===== src/rtl/nibble_add_sequencer.sv =====
// rtl/nibble_add_sequencer.sv - wide add sequenced through a 4-bit adder
// Each nibble takes an operand pass then a carry pass, since the adder has no carry-in.
module nibble_add_sequencer #(
  parameter int NIBBLES = 4,
  localparam int W = 4 * NIBBLES
) (
  input  logic         clk,
  input  logic         reset,
  input  logic         start,
  input  logic         sign,
  input  logic [W-1:0] op_a,
  input  logic [W-1:0] op_b,
  output logic         busy,
  output logic         done,
  output logic [W-1:0] sum,
  output logic [3:0]   flags,
  output logic [3:0]   add_a,
  output logic [3:0]   add_b,
  output logic         add_sign,
  input  logic [3:0]   add_result,
  input  logic [3:0]   add_flags
);

  localparam int IW = (NIBBLES > 1) ? $clog2(NIBBLES) : 1;
  localparam logic [IW-1:0] LAST = IW'(NIBBLES - 1);

  typedef enum logic [1:0] {IDLE, ADD, CARRY, DONE} state_t;

  state_t         state;
  logic [W-1:0]   a_sh;
  logic [W-1:0]   b_sh;
  logic           a_msb;
  logic           b_msb;
  logic           sign_q;
  logic [IW-1:0]  idx;
  logic           c1;
  logic           cin;
  logic           cout;
  logic [W-1:0]   sum_fin;
  logic           unused_flags;

  assign add_sign     = 1'b0;
  assign unused_flags = ^add_flags[2:0];
  assign cout         = c1 | add_flags[3];

  // sum as it will look once the current carry pass lands; feeds the final flags
  always_comb begin
    sum_fin = sum;
    sum_fin[4*idx +: 4] = add_result;
  end

  always_ff @(posedge clk or posedge reset) begin
    if (reset) begin
      state  <= IDLE;
      busy   <= 1'b0;
      done   <= 1'b0;
      sum    <= '0;
      flags  <= '0;
      add_a  <= '0;
      add_b  <= '0;
      a_sh   <= '0;
      b_sh   <= '0;
      a_msb  <= 1'b0;
      b_msb  <= 1'b0;
      sign_q <= 1'b0;
      idx    <= '0;
      c1     <= 1'b0;
      cin    <= 1'b0;
    end else begin
      case (state)
        IDLE, DONE: begin
          done <= 1'b0;
          if (start) begin
            a_sh   <= op_a >> 4;
            b_sh   <= op_b >> 4;
            add_a  <= op_a[3:0];
            add_b  <= op_b[3:0];
            a_msb  <= op_a[W-1];
            b_msb  <= op_b[W-1];
            sign_q <= sign;
            sum    <= '0;
            cin    <= 1'b0;
            idx    <= '0;
            busy   <= 1'b1;
            state  <= ADD;
          end else begin
            add_a <= '0;
            add_b <= '0;
            state <= IDLE;
          end
        end
        ADD: begin
          c1    <= add_flags[3];
          add_a <= add_result;
          add_b <= {3'b000, cin};
          state <= CARRY;
        end
        CARRY: begin
          sum[4*idx +: 4] <= add_result;
          cin <= cout;
          if (idx == LAST) begin
            busy  <= 1'b0;
            done  <= 1'b1;
            add_a <= '0;
            add_b <= '0;
            flags <= {cout,
                      sum_fin == '0,
                      sign_q & sum_fin[W-1],
                      sign_q & (a_msb == b_msb) & (sum_fin[W-1] != a_msb)};
            state <= DONE;
          end else begin
            idx   <= idx + 1'b1;
            add_a <= a_sh[3:0];
            add_b <= b_sh[3:0];
            a_sh  <= a_sh >> 4;
            b_sh  <= b_sh >> 4;
            state <= ADD;
          end
        end
        default: state <= IDLE;
      endcase
    end
  end

endmodule


===== config.mk =====
export PLATFORM = sky130hd
export DESIGN_NAME = nibble_add_sequencer
export DESIGN_NICKNAME = d
export VERILOG_FILES = /design/src/rtl/nibble_add_sequencer.sv
export SDC_FILE = /design/constraint.sdc
export NUM_CORES = 1
export LEC_CHECK = 0
export CORE_MARGIN = 4
export CORE_UTILIZATION = 44
export DETAILED_ROUTE_END_ITERATION = 10
export PLACE_DENSITY = 0.76
export SYNTH_ARGS = -nofsm -noshare
export SYNTH_HDL_FRONTEND = slang
export SYNTH_SLANG_ARGS = --single-unit

===== constraint.sdc =====
create_clock -name clk -period 1.8 [get_ports clk]
set_clock_uncertainty 0.05 [all_clocks]
set_input_delay 0.18 -clock clk [delete_from_list [all_inputs] [get_ports clk]]
set_output_delay 0.18 -clock clk [all_outputs]
set_load 0.01 [all_outputs]

# Word-level counts from Yosys, hierarchy flattened
# Cells that the tools add are included.
# word_totals
register_bits	71
inputBits	44
out_inout_bits	31
wordCells	70
# classes
addsub	2
eq_ne	9
n_shift	2
n_mux	28
n_bitwise	4
reduce_logical	10
# ops
cell	n
one-hot mux 16 bit (2 select lines)	3
two-way mux 16 bit	5
negation 4 -> 34 bit	1
variable shift 4 x 34 -> 16 bit, first input constant	1
indexed part select 4 x 34 -> 16 bit	1
one-hot mux 4 bit (3 select lines)	2
bitwise mux 16 bit	1
zero test 16 bit	1
two-way mux 4 bit	4
AND reduction 2 bit	4
equality test 2 bit, second input constant	3
two-way mux 2 bit	3
!= test 2 bit, second input constant	3
one-hot mux 1 bit (2 select lines)	3
one-hot mux 2 bit (3 select lines)	1
AND reduction 3 bit	2
two-way mux 1 bit	5
one-hot mux 2 bit (2 select lines)	1
bitwise AND 1 bit	3
adder 2 x 1 -> 2 bit, second input constant	1
equality test 2 x 1 -> 1 bit, second input constant	1
zero test 2 bit	1
nonzero test 2 bit	1
OR reduction 2 bit	1
3 further kinds	3

# Longest topological paths before layout
# Gate-level depths: netlist of the first run.
# depth
depth_word	5
depth_mapped	10
depth_no_buf	8

# Worst setup path before layout of the first run
# Ideal clock, no wire load.
# synth_timing
kind	register to register
start	register idx[0]
end	register flags[2]
setup_time_ns	0.121
t_arrival_ns	1.725
required_time_ns	1.629
slack_ns	-0.096
stages_incl_launch_ff	10
path_buffers	2
period_less_slack_ns	1.896
path_cell_list	dfrtp_1 > buf_4 > inv_1 > ha_1 > buf_4 > nor3b_1 > o2bb2ai_1 > a2111oi_2 > nand4_1 > o21ai_1
# synth_between
elab_chain_cells	4
elab_cells_between_ends	7
classes_between	add/sub: 1; eq/ne: 1; shift: 2; mux: 1; reduce/logical: 2
# synth_lines
item	line_no	source
start: declaration	35	logic [IW-1:0] idx;
start signal: assignment	112	idx <= idx + 1'b1;
negation 4 -> 34 bit	49	sum_fin[4*idx +: 4] = add_result;
indexed part select 4 x 34 -> 16 bit / variable shift 4 x 34 -> 16 bit (equally long branches)	49	
bitwise mux 16 bit	49	
zero test 16 bit	107	sum_fin == '0,
end signal: assignment	106	flags <= {cout,
end: declaration	16	output logic [3:0] flags,
# Parallel ways exist; a longest one is shown, timed or not.
# A chain may end at the register's enable or synchronous reset.

# Final worst setup path of the first run
# Ends and elaborated chain as after synthesis.

==> flow_metrics.env, run 1 <==
export IMPL_worstHoldPathType="input port to async pin"
export IMPL_drt_iter0_markers=128
export IMPL_synth_top_cell_by_area="dfrtp_1"
export IMPL_timing_final_crit_share=0.948
export IMPL_nNetsFinal=418
export IMPL_gp_congestion=0.858
export IMPL_synth_edf_count=0
export IMPL_grt_pass1_wl_um=11900
export IMPL_async_flop_share=1.00
export IMPL_synthesis_nets=322
export IMPL_clk_pin_slew_ps=70
export IMPL_internal_power_mw=3.94
export IMPL_power_switching_mw=2.22
export IMPL_h_tree_depth=3
export IMPL_cts_tree="built"
export IMPL_p_sw_frac=0.360
export IMPL_antenna_found_initial=0
export IMPL_dpl_cell_count=426
export IMPL_multi_input_area_um2=1340
export IMPL_drtAntennaViolNets=0
export IMPL_pwr_share_comb=0.482
export IMPL_synth_warnings=0
export IMPL_grtUsageTotal=0.179
export IMPL_first_pass_iters=4
export IMPL_io_pins=75
export IMPL_area_delta_synth_final_pct=40.5
export IMPL_timing_final_ws_setup_ps=93.0
export IMPL_power_density_nw_per_um2=1460
export IMPL_timing_fmax_mhz=586
export IMPL_clk_latency_ps=320
export IMPL_n_fill_cell=492
export IMPL_cts_path_max_buffers=2
export IMPL_core_area_um2=6490
export IMPL_crit_arrival_ps=1910
export IMPL_required_ps=2000
export IMPL_ys_seq_area_frac=0.527
export IMPL_leakage_nw=1.84
export IMPL_num_antenna_cells=0
export IMPL_die_width_um=90.5
export IMPL_status="finished, final reports clean"
export IMPL_synth_cell_types=45
export IMPL_sequentialPowerShare=0.351
export IMPL_grt_overflow=0
export IMPL_critPathLaunchType="flip-flop"
export IMPL_end_kind="flip-flop"
export IMPL_port_buffers=70
export IMPL_grt_max_degree=64
export IMPL_synth_top_area_frac=0.527
export IMPL_synth_area_leaders="dfrtp_1 53%, o21ai_0 5.5%, mux2i_1 5.3%"
export IMPL_wl_um=7280
export IMPL_clock_sinks=63
export IMPL_cts_buffers=9
export IMPL_finish_utilization=0.648
export IMPL_synth_seq_cells=63
export IMPL_syn_area_um2=2990
export IMPL_final_cells=447
export IMPL_drive_gt1_frac=0.197
export IMPL_grt_pass1_vias=2388
export IMPL_num_rows=29
export IMPL_die_h_um=90.5
export IMPL_slew_viol_final=0
export IMPL_viasPerCell=5.39
export IMPL_ir_drop_mv=0.654
export IMPL_hold_buffers=0
export IMPL_drc_errors=0
export IMPL_die_area_um2=8190
export IMPL_start_util=0.461
export IMPL_vias=2411
export IMPL_syn_inst=270
export IMPL_period_needed_ps=1710
export IMPL_cap_violations=0
export IMPL_wire_per_inst_um=16.3
export IMPL_p_clk_frac=0.168
export IMPL_critical_path_max_fanout=13
export IMPL_ys_flop_type="dfrtp_1"
export IMPL_synth_avg_cell_area_um2=11.1
export IMPL_place_hpwl_um=5260
export IMPL_critical_path_class="flip-flop to flip-flop"
export IMPL_setup_viol=0
export IMPL_cts_root_buf="clkbuf_8"
export IMPL_finalHoldViolations=0
export IMPL_place_ws_ps=-121
export IMPL_seq_area_um2=1580
[stage by stage]
stage | setup TNS, ps | power, mW | hold slack, ps | area (µm²)
after floorplan | 0 | 3.91 | 247 | 3030
after global placement | 0 | 4.72 | 411 | 3920
after detailed placement | -886 | 4.81 | 424 | 3920
after CTS | 0 | 5.87 | 192 | 4090
after global routing | -18.5 | 6.57 | 207 | 4210
final | 0 | 6.16 | 180 | 4210
[critical path: stages, from the launching register on]
cell       delay, ps
dfrtp_1          370
buf_4            220
ha_1             270
inv_1            100
a2111oi_2        360
nand4_1          120
o21ai_1          140
[cell type report]
type / count / share of cell area
Sequential cell: 63 / 0.375
Multi-Input combinational cell: 184 / 0.319
Timing Repair Buffer: 99 / 0.236
Clock buffer: 11 / 0.0336
Tap cell: 77 / 0.0229
Inverter: 9 / 0.00922
Clock inverter: 4 / 0.00535
[kinds of logic after synthesis]
| group | synth area share |
|---|---|
| buffers and inverters | 0.0501 |
| other | 0.00125 |
| and+or+nand+nor | 0.130 |
| muxes | 0.0723 |
| adders and majority gates | 0.0334 |
| DFF | 0.527 |
| AOI/OAI and AO/OA | 0.186 |
[worst paths after layout]
| check | from | endpoint | slack (ps) | depth (start not counted) |
|---|---|---|---|---|
| setup reg to reg | idx[0] | flags[2] | 90 | 6 |
| max in group asynchronous | reset | sum[12] | 1250 | 3 |
| min in group clk | op_a[3] | add_a[3] | 370 | 3 |
| hold / removal | reset | add_b[1] | 180 | 3 |
| hold reg to reg | b_sh[1] | b_sh[1] | 440 | 2 |
| setup / recovery | idx[0] | flags[2] | 90 | 6 |
[registers in the layout (all words and copies together) (netlist names), 2 cells and up]
name   flops
idx        2
b_sh      12
add_b      4
flags      4
a_sh      12
sum       16
state      2
add_a      4
[per-layer routing]
metal  up-vias  track usage  wire [µm]
li1       1173            -          -
met1      1158        0.238       3250
met2        69        0.283       3560
met3        11       0.0375        349
met4         0       0.0778        128
met5         -            0          0
[repair_timing]
action / in CTS / in global routing
pin swaps: 0 / 4
buffers inserted: 0 / 4
resized for setup: 4 / 11
endpoints found under the setup margin: 16 / 28
cloned: 0 / 2
[synth_stat cells, types with 2 or more instances]
| cell type | count |
|---|---|
| ha_1 | 8 |
| buf_4 | 5 |
| nor3b_2 | 2 |
| o22ai_1 | 2 |
| a31oi_1 | 3 |
| nand2b_1 | 2 |
| nor2_1 | 10 |
| a22o_1 | 17 |
| nand3_1 | 3 |
| buf_6 | 5 |
| inv_1 | 7 |
| buf_2 | 4 |
| nor3_1 | 3 |
| a22oi_1 | 5 |
| nand4_1 | 2 |
| and2_1 | 2 |
| mux2_2 | 5 |
| nand2_1 | 36 |
| o21ai_1 | 4 |
| mux2i_1 | 16 |
| a32o_1 | 6 |
| nor2b_1 | 5 |
| o21ai_0 | 33 |
| dfrtp_1 | 63 |
| nand2_4 | 2 |
[cells in the final DEF (no fill, tap or decap), types with 4 or more instances in the layout]
cell / instances
nor2_1: 10
clkbuf_8: 10
a22oi_1: 5
nor2b_1: 5
buf_4: 24
a22o_1: 17
clkdlybuf4s50_1: 70
mux2_2: 5
mux2i_1: 16
ha_1: 5
o21ai_1: 5
o21ai_0: 31
nand2_1: 36
dfrtp_1: 63
a32o_1: 6
inv_1: 4
[power by group through the flow]
stage               Clock [mW]  Combinational (mW)  Sequential, mW
floorplan                    0                1.74            2.17
global placement             0                2.57            2.16
detailed placement           0                2.63            2.18
CTS                       1.05                2.67            2.15
global route              1.12                3.24            2.21
finish                    1.03                2.97            2.16
Power figures use the tool's default switching activity.
==> inputs of run 2 (changes only) <==
- CELL_PAD_IN_SITES_DETAIL_PLACEMENT: default -> 0
- CELL_PAD_IN_SITES_GLOBAL_PLACEMENT: default -> 2
- CORE_UTILIZATION: 44 -> 28
- PLACE_DENSITY: 0.76 -> default
- PLACE_DENSITY_LB_ADDON: default -> 0.1
==> flow_metrics.env, run 2 (synthesis gave the netlist of run 1 again) <==
export IMPL_final_cell_mix="70 x clkdlybuf4s50_1, 63 x dfrtp_1, 35 x nand2_1, 31 x buf_4, 30 x o21ai_0"
export IMPL_hold_slack_ps=135
export IMPL_drtAntennaViolNets=0
export IMPL_grtUsageTotal=0.136
export IMPL_period_needed_ps=1770
export IMPL_slew_viol_final=0
export IMPL_crit_slowest_cell="dfrtp_1"
export IMPL_nNetsFinal=429
export IMPL_area_delta_synth_final_pct=49.4
export IMPL_die_h_um=111
export IMPL_timing_final_crit_share=0.984
export IMPL_place_ws_ps=-58.6
export IMPL_n_fill_cell=1048
export IMPL_first_pass_iters=4
export IMPL_gp_congestion=0.772
export IMPL_multi_input_area_um2=1370
export IMPL_clk_pin_slew_ps=70
export IMPL_reg2reg_from="idx[0]"
export IMPL_grt_max_degree=26
export IMPL_end_kind="flip-flop"
export IMPL_antenna_found_initial=0
export IMPL_status="finished, final reports clean"
export IMPL_grt_pass1_vias=2534
export IMPL_required_ps=2010
export IMPL_port_buffers=70
export IMPL_clk_latency_ps=330
export IMPL_finalHoldViolations=0
export IMPL_cts_buffers=9
export IMPL_ir_drop_mv=0.475
export IMPL_slowest_delay_ps=410
export IMPL_place_hpwl_um=6180
export IMPL_hold_buffers=0
export IMPL_drive_gt1_frac=0.228
export IMPL_final_cell_area_um2=4470
export IMPL_crit_arrival_ps=1980
export IMPL_cp_endpoint="flags[2]"
export IMPL_h_tree_depth=3
export IMPL_timing_final_ws_setup_ps=29.0
export IMPL_leakage_nw=1.92
export IMPL_cts_root_buf="clkbuf_8"
export IMPL_dpl_cell_area_um2=4100
export IMPL_wire_per_inst_um=15.6
export IMPL_cts_path_max_buffers=2
export IMPL_critical_path_class="flip-flop to flip-flop"
export IMPL_worstHoldPathType="input port to async pin"
export IMPL_die_width_um=111
export IMPL_core_area_um2=10400
export IMPL_largest_reg_flops=16
export IMPL_viasPerCell=4.66
export IMPL_drc_errors=0
export IMPL_final_common_cell="clkdlybuf4s50_1"
export IMPL_regMostFlops="sum"
export IMPL_cap_violations=0
export IMPL_seq_area_um2=1580
export IMPL_grt_pass1_wl_um=13300
export IMPL_clock_sinks=63
export IMPL_cts_tree="built"
export IMPL_wl_um=8070
export IMPL_power_density_nw_per_um2=1470
export IMPL_start_util=0.289
export IMPL_critPathLaunchType="flip-flop"
export IMPL_reg_largest_list="sum x16, a_sh x12, b_sh x12"
export IMPL_io_pins=75
export IMPL_rr_worst_depth=7
export IMPL_vias=2409
export IMPL_grt_setup_unrepaired="true"
export IMPL_crit_chain="buf_4 -> ha_2 -> nand4b_1 -> o2bb2ai_2 -> a2111oi_4 -> nand4_1 -> o21ai_1"
export IMPL_num_rows=37
export IMPL_num_antenna_cells=0
export IMPL_critical_path_max_fanout=4
export IMPL_drt_iter0_markers=82
export IMPL_r2r_end="flags[2]"
export IMPL_timing_fmax_mhz=565
export IMPL_grt_overflow=0
export IMPL_finish_utilization=0.431
export IMPL_die_area_um2=12400
export IMPL_setup_viol=0
export IMPL_crit_start="idx[0]"
export IMPL_r2r_slack_ps=30
run 2: how the worst min path moves through the flow:
| stage | to | slack [ps] | start | cells past startpoint |
|---|---|---|---|---|
| 2_1_floorplan | add_a[0] | 250 | op_a[0] | 2 |
| 3_3_place_gp | a_sh[5] | 410 | a_sh[5] | 2 |
| 3_5_place_dp | flags[3] | 420 | flags[3] | 2 |
| 4_1_cts | add_b[1] | 130 | reset | 2 |
| 5_1_grt | b_sh[9] | 180 | reset | 2 |
| 6_report | add_b[1] | 140 | reset | 2 |
run 2: metal layers:
layer / GRT usage / vias up / routed length, µm
met5: 0 / - / 0
met4: 0.0511 / 0 / 115
met3: 0.0304 / 10 / 434
met2: 0.195 / 63 / 3470
met1: 0.199 / 1144 / 4060
li1: - / 1192 / -
run 2: worst max-delay path: cells and delay by family, from the launching register on:
family	cells	cell delay (ps)
DFF	1	410
adders and majority gates	1	210
buffers and inverters	1	160
AOI/OAI and AO/OA	3	570
and+or+nand+nor	2	300
run 2: cell type report:
class	count	area share
clock inverters	4	0.0157
repair buffers	110	0.248
multi-input cells	184	0.305
inverters	9	0.00867
clock buffers	11	0.0316
flip-flops and latches	63	0.353
well taps	136	0.0381
run 2: report_power, final:
part	switching (mW)	internal, mW	total [mW]
Sequential	0.261	1.89	2.15
Combinational	1.47	1.61	3.08
Clock	0.535	0.806	1.34
run 2: stage by stage:
step                TNS [ps]  std cells  total power [mW]
global placement       -10.8        496              4.94
CTS                        0        511              6.36
finish                     0        517              6.57
global route            -136        517              7.10
floorplan                  0        270              3.91
detailed placement      -278        496              4.97
run 2: repair_timing:
| action | CTS | global route |
|---|---|---|
| cloned | 0 | 2 |
| gates resized for setup | 3 | 18 |
| pin swaps | 0 | 9 |
| endpoints found under the setup margin | 9 | 39 |
| hold endpoints to repair | 0 | 0 |
| setup buffers | 0 | 4 |
